<file path="config.mk">
export PLATFORM = sky130hd
export DESIGN_NAME = iq_freq_discriminator
export DESIGN_NICKNAME = d
export VERILOG_FILES = /design/src/rtl/iq_freq_discriminator.sv
export SDC_FILE = /design/constraint.sdc
export NUM_CORES = 1
export LEC_CHECK = 0
export CORE_MARGIN = 8
export CORE_UTILIZATION = 52
export CTS_CLUSTER_SIZE = 16
export DETAILED_ROUTE_END_ITERATION = 6
export GPL_TIMING_DRIVEN = 1
export PLACE_DENSITY = 0.71
export SLEW_MARGIN = 20
export SYNTH_ARGS = -nofsm -noshare
export SYNTH_HDL_FRONTEND = slang
export SYNTH_SLANG_ARGS = --single-unit
</file>
<file path="constraint.sdc">
create_clock -name clk -period 4.4 [get_ports clk]
set_input_delay 0.66 -clock clk [delete_from_list [all_inputs] [get_ports clk]]
set_output_delay 0.66 -clock clk [all_outputs]
set_load 0.05 [all_outputs]
</file>
<file path="src/rtl/iq_freq_discriminator.sv">
// Differential FM discriminator for the O-QPSK/MSK receive path.
// d[n] = I[n-1]*Q[n] - Q[n-1]*I[n] is integrated over OSR samples per chip.
// A chip decision is 1 when the integrated sum is >= 0.
module iq_freq_discriminator #(
  parameter  int DW  = 5,
  parameter  int OSR = 4,
  localparam int PW  = 2*DW + 1
) (
  input  logic          clk,
  input  logic          reset,
  input  logic          in_valid,
  input  logic [DW-1:0] data_in_I,
  input  logic [DW-1:0] data_in_Q,
  input  logic          align,
  output logic          disc_valid,
  output logic [PW-1:0] disc_out,
  output logic          chip_valid,
  output logic          chip_out
);

  localparam int PRW = 2*DW;
  localparam int AW  = PW + $clog2(OSR);
  localparam int CW  = (OSR > 1) ? $clog2(OSR) : 1;

  typedef enum logic {EMPTY, RUN} state_e;

  state_e                 state_q, state_d;
  logic signed [DW-1:0]   prev_i_q, prev_i_d, prev_q_q, prev_q_d;
  logic signed [DW-1:0]   cur_i_q, cur_i_d, cur_q_q, cur_q_d;
  logic                   s1_valid_q, s1_valid_d;
  logic signed [PRW-1:0]  p1_q, p1_d, p2_q, p2_d;
  logic                   s2_valid_q, s2_valid_d;
  logic signed [AW-1:0]   acc_q, acc_d;
  logic [CW-1:0]          cnt_q, cnt_d;
  logic                   chip_out_q, chip_out_d;
  logic                   chip_valid_q, chip_valid_d;
  logic signed [PW-1:0]   disc_w;
  logic signed [AW-1:0]   acc_sum;

  // History FSM and sample capture: the first sample only primes the history.
  always_comb begin
    // NOTE: every variable gets a hold/default value first so no latch is inferred.
    state_d    = state_q;
    prev_i_d   = prev_i_q;
    prev_q_d   = prev_q_q;
    cur_i_d    = cur_i_q;
    cur_q_d    = cur_q_q;
    s1_valid_d = 1'b0;
    if (in_valid) begin
      unique case (state_q)
        EMPTY: begin
          prev_i_d = data_in_I;
          prev_q_d = data_in_Q;
          cur_i_d  = data_in_I;
          cur_q_d  = data_in_Q;
          state_d  = RUN;
        end
        RUN: begin
          prev_i_d   = cur_i_q;
          prev_q_d   = cur_q_q;
          cur_i_d    = data_in_I;
          cur_q_d    = data_in_Q;
          s1_valid_d = 1'b1;
        end
      endcase
    end
  end

  // Cross-product stage; product registers hold between samples so disc_out holds.
  always_comb begin
    p1_d       = p1_q;
    p2_d       = p2_q;
    s2_valid_d = s1_valid_q;
    if (s1_valid_q) begin
      p1_d = PRW'(prev_i_q) * PRW'(cur_q_q);
      p2_d = PRW'(prev_q_q) * PRW'(cur_i_q);
    end
  end

  assign disc_w  = PW'(p1_q) - PW'(p2_q);
  assign acc_sum = acc_q + AW'(disc_w);

  // Chip integrator: align wins over a coincident discriminator sample.
  always_comb begin
    acc_d        = acc_q;
    cnt_d        = cnt_q;
    chip_out_d   = chip_out_q;
    chip_valid_d = 1'b0;
    if (align) begin
      acc_d = '0;
      cnt_d = '0;
    end else if (s2_valid_q) begin
      if (cnt_q == CW'(OSR - 1)) begin
        chip_out_d   = ~acc_sum[AW-1];
        chip_valid_d = 1'b1;
        acc_d        = '0;
        cnt_d        = '0;
      end else begin
        acc_d = acc_sum;
        cnt_d = cnt_q + CW'(1);
      end
    end
  end

  // State register; synchronous reset clears history, pipeline and integrator.
  always_ff @(posedge clk) begin
    if (reset) begin
      state_q      <= EMPTY;
      prev_i_q     <= '0;
      prev_q_q     <= '0;
      cur_i_q      <= '0;
      cur_q_q      <= '0;
      s1_valid_q   <= 1'b0;
      p1_q         <= '0;
      p2_q         <= '0;
      s2_valid_q   <= 1'b0;
      acc_q        <= '0;
      cnt_q        <= '0;
      chip_out_q   <= 1'b0;
      chip_valid_q <= 1'b0;
    end else begin
      // NOTE: non-blocking assignments let every stage read the previous cycle's values.
      state_q      <= state_d;
      prev_i_q     <= prev_i_d;
      prev_q_q     <= prev_q_d;
      cur_i_q      <= cur_i_d;
      cur_q_q      <= cur_q_d;
      s1_valid_q   <= s1_valid_d;
      p1_q         <= p1_d;
      p2_q         <= p2_d;
      s2_valid_q   <= s2_valid_d;
      acc_q        <= acc_d;
      cnt_q        <= cnt_d;
      chip_out_q   <= chip_out_d;
      chip_valid_q <= chip_valid_d;
    end
  end

  assign disc_valid = s2_valid_q;
  assign disc_out   = disc_w;
  assign chip_valid = chip_valid_q;
  assign chip_out   = chip_out_q;

endmodule

</file>
## Word-level counts from Yosys, hierarchy flattened

Cells that the tools add are included.

| storage, ports and cells | value |
|---|---|
| register bits | 60 |
| bits in latches | 0 |
| RAM bits | 0 |
| ROM bits | 0 |
| input port bits | 14 |
| output and inout bits | 14 |
| word-level logic and storage cells | 34 |
| memories | 0 |

| cells by class | value |
|---|---|
| $add $sub $neg | 3 |
| multipliers | 2 |
| div/mod/pow operators | 0 |
| $lt $le $gt $ge | 0 |
| equal/unequal tests | 1 |
| shift-type cells | 0 |
| mux-type cells | 6 |
| bitwise gates (word level) | 5 |
| reductions and logical operators | 4 |

Operator list:

| kind | count |
|---|---|
| $mul 5x5->10 | 2 |
| $pmux 5 s2 | 2 |
| $add 13x11->13 | 1 |
| $mux 13 | 1 |
| $sub 10x10->11 | 1 |
| $not 1->1 | 5 |
| $reduce_or 2->1 | 2 |
| $reduce_and 3->1 | 1 |
| $reduce_or 3->1 | 1 |
| $add 2x1->2 const B | 1 |
| $eq 2x2->1 const B | 1 |
| $mux 1 | 2 |
| $mux 2 | 1 |

## Longest topological paths before layout

| logic depth | value |
|---|---|
| depth after elaboration | 3 |
| mapped depth | 17 |
| gate-level depth less buffers | 17 |

## Worst setup path before layout

Ideal clock, no wire load.

| timing | value |
|---|---|
| kind | register to register |
| start | register p2_q[1] |
| end | register acc_q[12] |
| data arrival time | 5.019 ns |
| setup slack | -0.694 ns |
| cell stages (with the launch flop) | 16 |
| clock period less this slack | 5.094 ns |
| cells stage by stage | dfxtp_1 inv_1 ha_1 nor2b_1 o21ai_0 a21boi_0 o21ai_0 a211oi_1 o311ai_0 ha_1 a21oi_1 o21ai_0 o32a_1 xnor2_2 or3_1 o21ai_0 |

| on the way | value |
|---|---|
| word-level cells in the longest chain between the ends | 3 |

RTL lines:

| element | RTL line | text |
|---|---|---|
| start: declaration | 31 | `logic signed [PRW-1:0] p1_q, p1_d, p2_q, p2_d;` |
| start signal: assignment | 130 | `p2_q <= p2_d;` |
| $sub 10x10->11 | 80 | `assign disc_w = PW'(p1_q) - PW'(p2_q);` |
| via disc_out[9] | 16 | `output logic [PW-1:0] disc_out,` |
| $add 13x11->13 | 81 | `assign acc_sum = acc_q + AW'(disc_w);` |
| $mux 13 | 93 | `if (cnt_q == CW'(OSR - 1)) begin` |
| end signal: assignment | 117 | `acc_q <= '0;` |
| end signal: assignment | 132 | `acc_q <= acc_d;` |
| end: declaration | 33 | `logic signed [AW-1:0] acc_q, acc_d;` |

The timed path passes the listed nets, and every way through them passes these cells.
A chain may end at the register's enable or synchronous reset.

## Worst setup path in the final report

| timing | value |
|---|---|
| start | register p2_q[1] |
| end | output port disc_out[7] |

| on the way | value |
|---|---|
| word-level cells in the longest chain between the ends | 1 |

RTL lines:

| element | RTL line |
|---|---|
| $sub 10x10->11 | 80 |
| end: declaration | 16 |

Every way passes these cells.

==> results.json <==
{
  "status": "finished clean",
  "finalHoldViolCount": 0,
  "grt_overflow": 0,
  "place_inst": 714,
  "cts_tree": "yes",
  "hp-class": "reg -> reg",
  "syn-num-nets": 668,
  "arrival_ns": 3.29,
  "worstPathMaxFanout": 3,
  "maxSlewViolCount": 0,
  "syn-cell-area_mm2": 0.005005,
  "fmax_mhz": 253.1,
  "rrSetupSlack_ns": 0.66,
  "cts_inserted_buffers": 9,
  "wl_met3_um": 339,
  "ir_worst_vdd_uv": 161.1,
  "start_util": 0.5241,
  "fin_setup_tns_ns": 0,
  "diodes": 0,
  "top_layer": "met4",
  "die_height_um": 114.1,
  "fillers": 889,
  "place.gp.congestion": 0.8394,
  "rows": 36,
  "finalCriticalPeriod_ns": 3.951,
  "vias_per_cell": 5.167,
  "die_x_um": 114.1,
  "path_class": "reg -> out",
  "synth_edf_count": 0,
  "synth_top_cell_by_area": "dfxtp_1",
  "h-tree-depth": 3,
  "synth_top_family_by_area": "adder cells",
  "synth_area_leaders": "dfxtp_1, fa_1, ha_1",
  "drt_first_pass_iters": 4,
  "nNetsFinal": 695,
  "crit_required_ns": 3.74,
  "grt_max_degree": 46,
  "wl_met2_um": 5078,
  "syn_inst": 565,
  "maxSlewHeadroom": 0.5637,
  "numClockSinks": 60,
  "ant_nets": 0,
  "setup_violations": 0,
  "synth-adder-area-share": 0.2765,
  "rsz0062_at_grt": "false",
  "final_cells": 730,
  "synth_cell_type_count": 45,
  "p_leak_nw": 2.517,
  "io_buffers": 27,
  "synth-simple-area-share": 0.1513,
  "dp_hpwl_um": 8078,
  "yosys.area_share.xor_xnor": 0.06275,
  "muxShareOfSynthArea": 0.07050,
  "vias": 3772,
  "clock_latency_ns": 0.34,
  "grtUsageTotal": 0.1684,
  "coreArea_mm2": 0.009549,
  "ctsResizeCount": 0,
  "routedLengthMet1_um": 4434,
  "dr.first_iter.drc_count": 142,
  "drt_wl_total_um": 10010,
  "antenna_found_initial": 0,
  "fin_ws_ns": 0.4495,
  "synth.top_cell.area_share": 0.2400,
  "area_growth_pct": 11.52,
  "ys_seq_elements": 60,
  "ys_seq_area_frac": 0.2400,
  "synth-main-ff-cell": "dfxtp_1",
  "clock-root-buffer": "clkbuf_8",
  "drive_gt1_frac": 0.04523,
  "maxCapViolCount": 0,
  "post-cts-setup-buffer-count": 0,
  "clock_path_buffers": 2,
  "synth_area_per_cell_um2": 8.858,
  "io_pins": 28,
  "synth-compound-area-share": 0.1255,
  "dpl_worst_slack_ns": 0.6439,
  "yosys_warnings": 0,
  "tightestPinTransition_ns": 0.6536,
  "die-area_mm2": 0.01302,
  "clkTransAtPathRegs_ns": 0.08,
  "wl_per_cell_um": 13.71,
  "period_share": 0.8978,
  "grt_pass1_vias": 3970,
  "post-route-drc-count": 0,
  "ys_async_sr_fraction": 0,
  "critPathLaunchType": "flop",
  "powerDensity_mw_per_mm2": 266.5,
  "end_kind": "output port",
  "hold_buffers": 0,
  "grt_pass1_wl_um": 17890,
  "clock_skew_ns": 0.01148
}
## cells by family after synthesis
family | count (synthesis)
DFF | 60
buffers and inverters | 98
adders and majority gates | 89
muxes | 35
and+or+nand+nor | 154
AOI/OAI and AO/OA | 94
xor gates and xnor gates | 35
## path summary, 6_finish.rpt
kind / start / end / cells after the start
worst max-delay path: p2_q[1] / disc_out[7] / 9
worst min-delay path: acc_q[9] / acc_q[9] / 2
worst max register to register: p2_q[1] / acc_q[12] / 16
worst min register to register: acc_q[9] / acc_q[9] / 2
## registers in the layout, summed over array words and instances (netlist names), 2 cells and up
signal	cells
cur_i_q	5
p2_q	10
cur_q_q	5
cnt_q	2
acc_q	13
p1_q	10
prev_i_q	5
prev_q_q	5
## layout make-up
cell class	instances	area, um2	share of cell area
clock inverter	7	51.30	0.009191
tap	133	166.4	0.02981
inverter	84	315.3	0.05649
multi-input combinational	407	3436	0.6156
clock buffer	9	123.9	0.02219
timing repair buffer	30	287.8	0.05156
sequential	60	1201	0.2152
## cell usage after synthesis, drive strengths merged (3+ instances only)
cell / n
inv: 83
nor2: 63
dfxtp: 60
ha: 53
fa: 36
and2: 35
mux2i: 33
a21oi: 26
xnor2: 26
a211oi: 16
nand2: 15
nand2b: 15
clkbuf: 13
o21ai: 13
a21o: 12
nor2b: 10
xor2: 9
nor3: 5
nand3: 4
o21a: 4
o21bai: 4
o22ai: 4
a22oi: 3
## critical path, stage by stage, from the launching register on
cell	delay, ns
dfxtp_1	0.39
inv_1	0.06
ha_1	0.26
nor2b_1	0.11
o21ai_0	0.10
a21boi_0	0.28
o21ai_0	0.15
a211oi_1	0.43
xor2_1	0.30
clkdlybuf4s50_1	0.86
## cells in the final DEF, fill, tap and decap left out, drive strengths merged, types with 16 or more instances in the layout
cell type       n
inv            84
nor2           63
dfxtp          60
ha             53
fa             36
and2           35
mux2i          33
a21oi          26
clkdlybuf4s50  26
xnor2          26
a211oi         16
## metal layers
metal | up-vias | GRT usage
met4 | 0 | 0.06211
met5 | - | 0
li1 | 1920 | -
met1 | 1788 | 0.1906
met3 | 10 | 0.03217
met2 | 54 | 0.3060
## stage by stage
step | total power, mW | instance area (um2) | utilization | hold WS [ns]
6_report | 1.488 | 5582 | 0.5845 | 0.4650
3_3_place_gp | 1.040 | 5411 | 0.5667 | 0.4411
4_1_cts | 1.506 | 5587 | 0.5850 | 0.4709
3_5_place_dp | 1.055 | 5411 | 0.5667 | 0.4538
5_1_grt | 1.578 | 5582 | 0.5845 | 0.4950
2_1_floorplan | 0.9354 | 5005 | - | 0.4315
## power by group
group | total, mW | internal, mW | leakage [nW] | switching [mW]
Combinational | 0.451 | 0.187 | 1.94 | 0.264
Clock | 0.449 | 0.206 | 0.0856 | 0.243
Sequential | 0.588 | 0.561 | 0.489 | 0.0271
Total | 1.49 | 0.953 | 2.52 | 0.535
No activity file was read; power rests on OpenSTA's default activity.
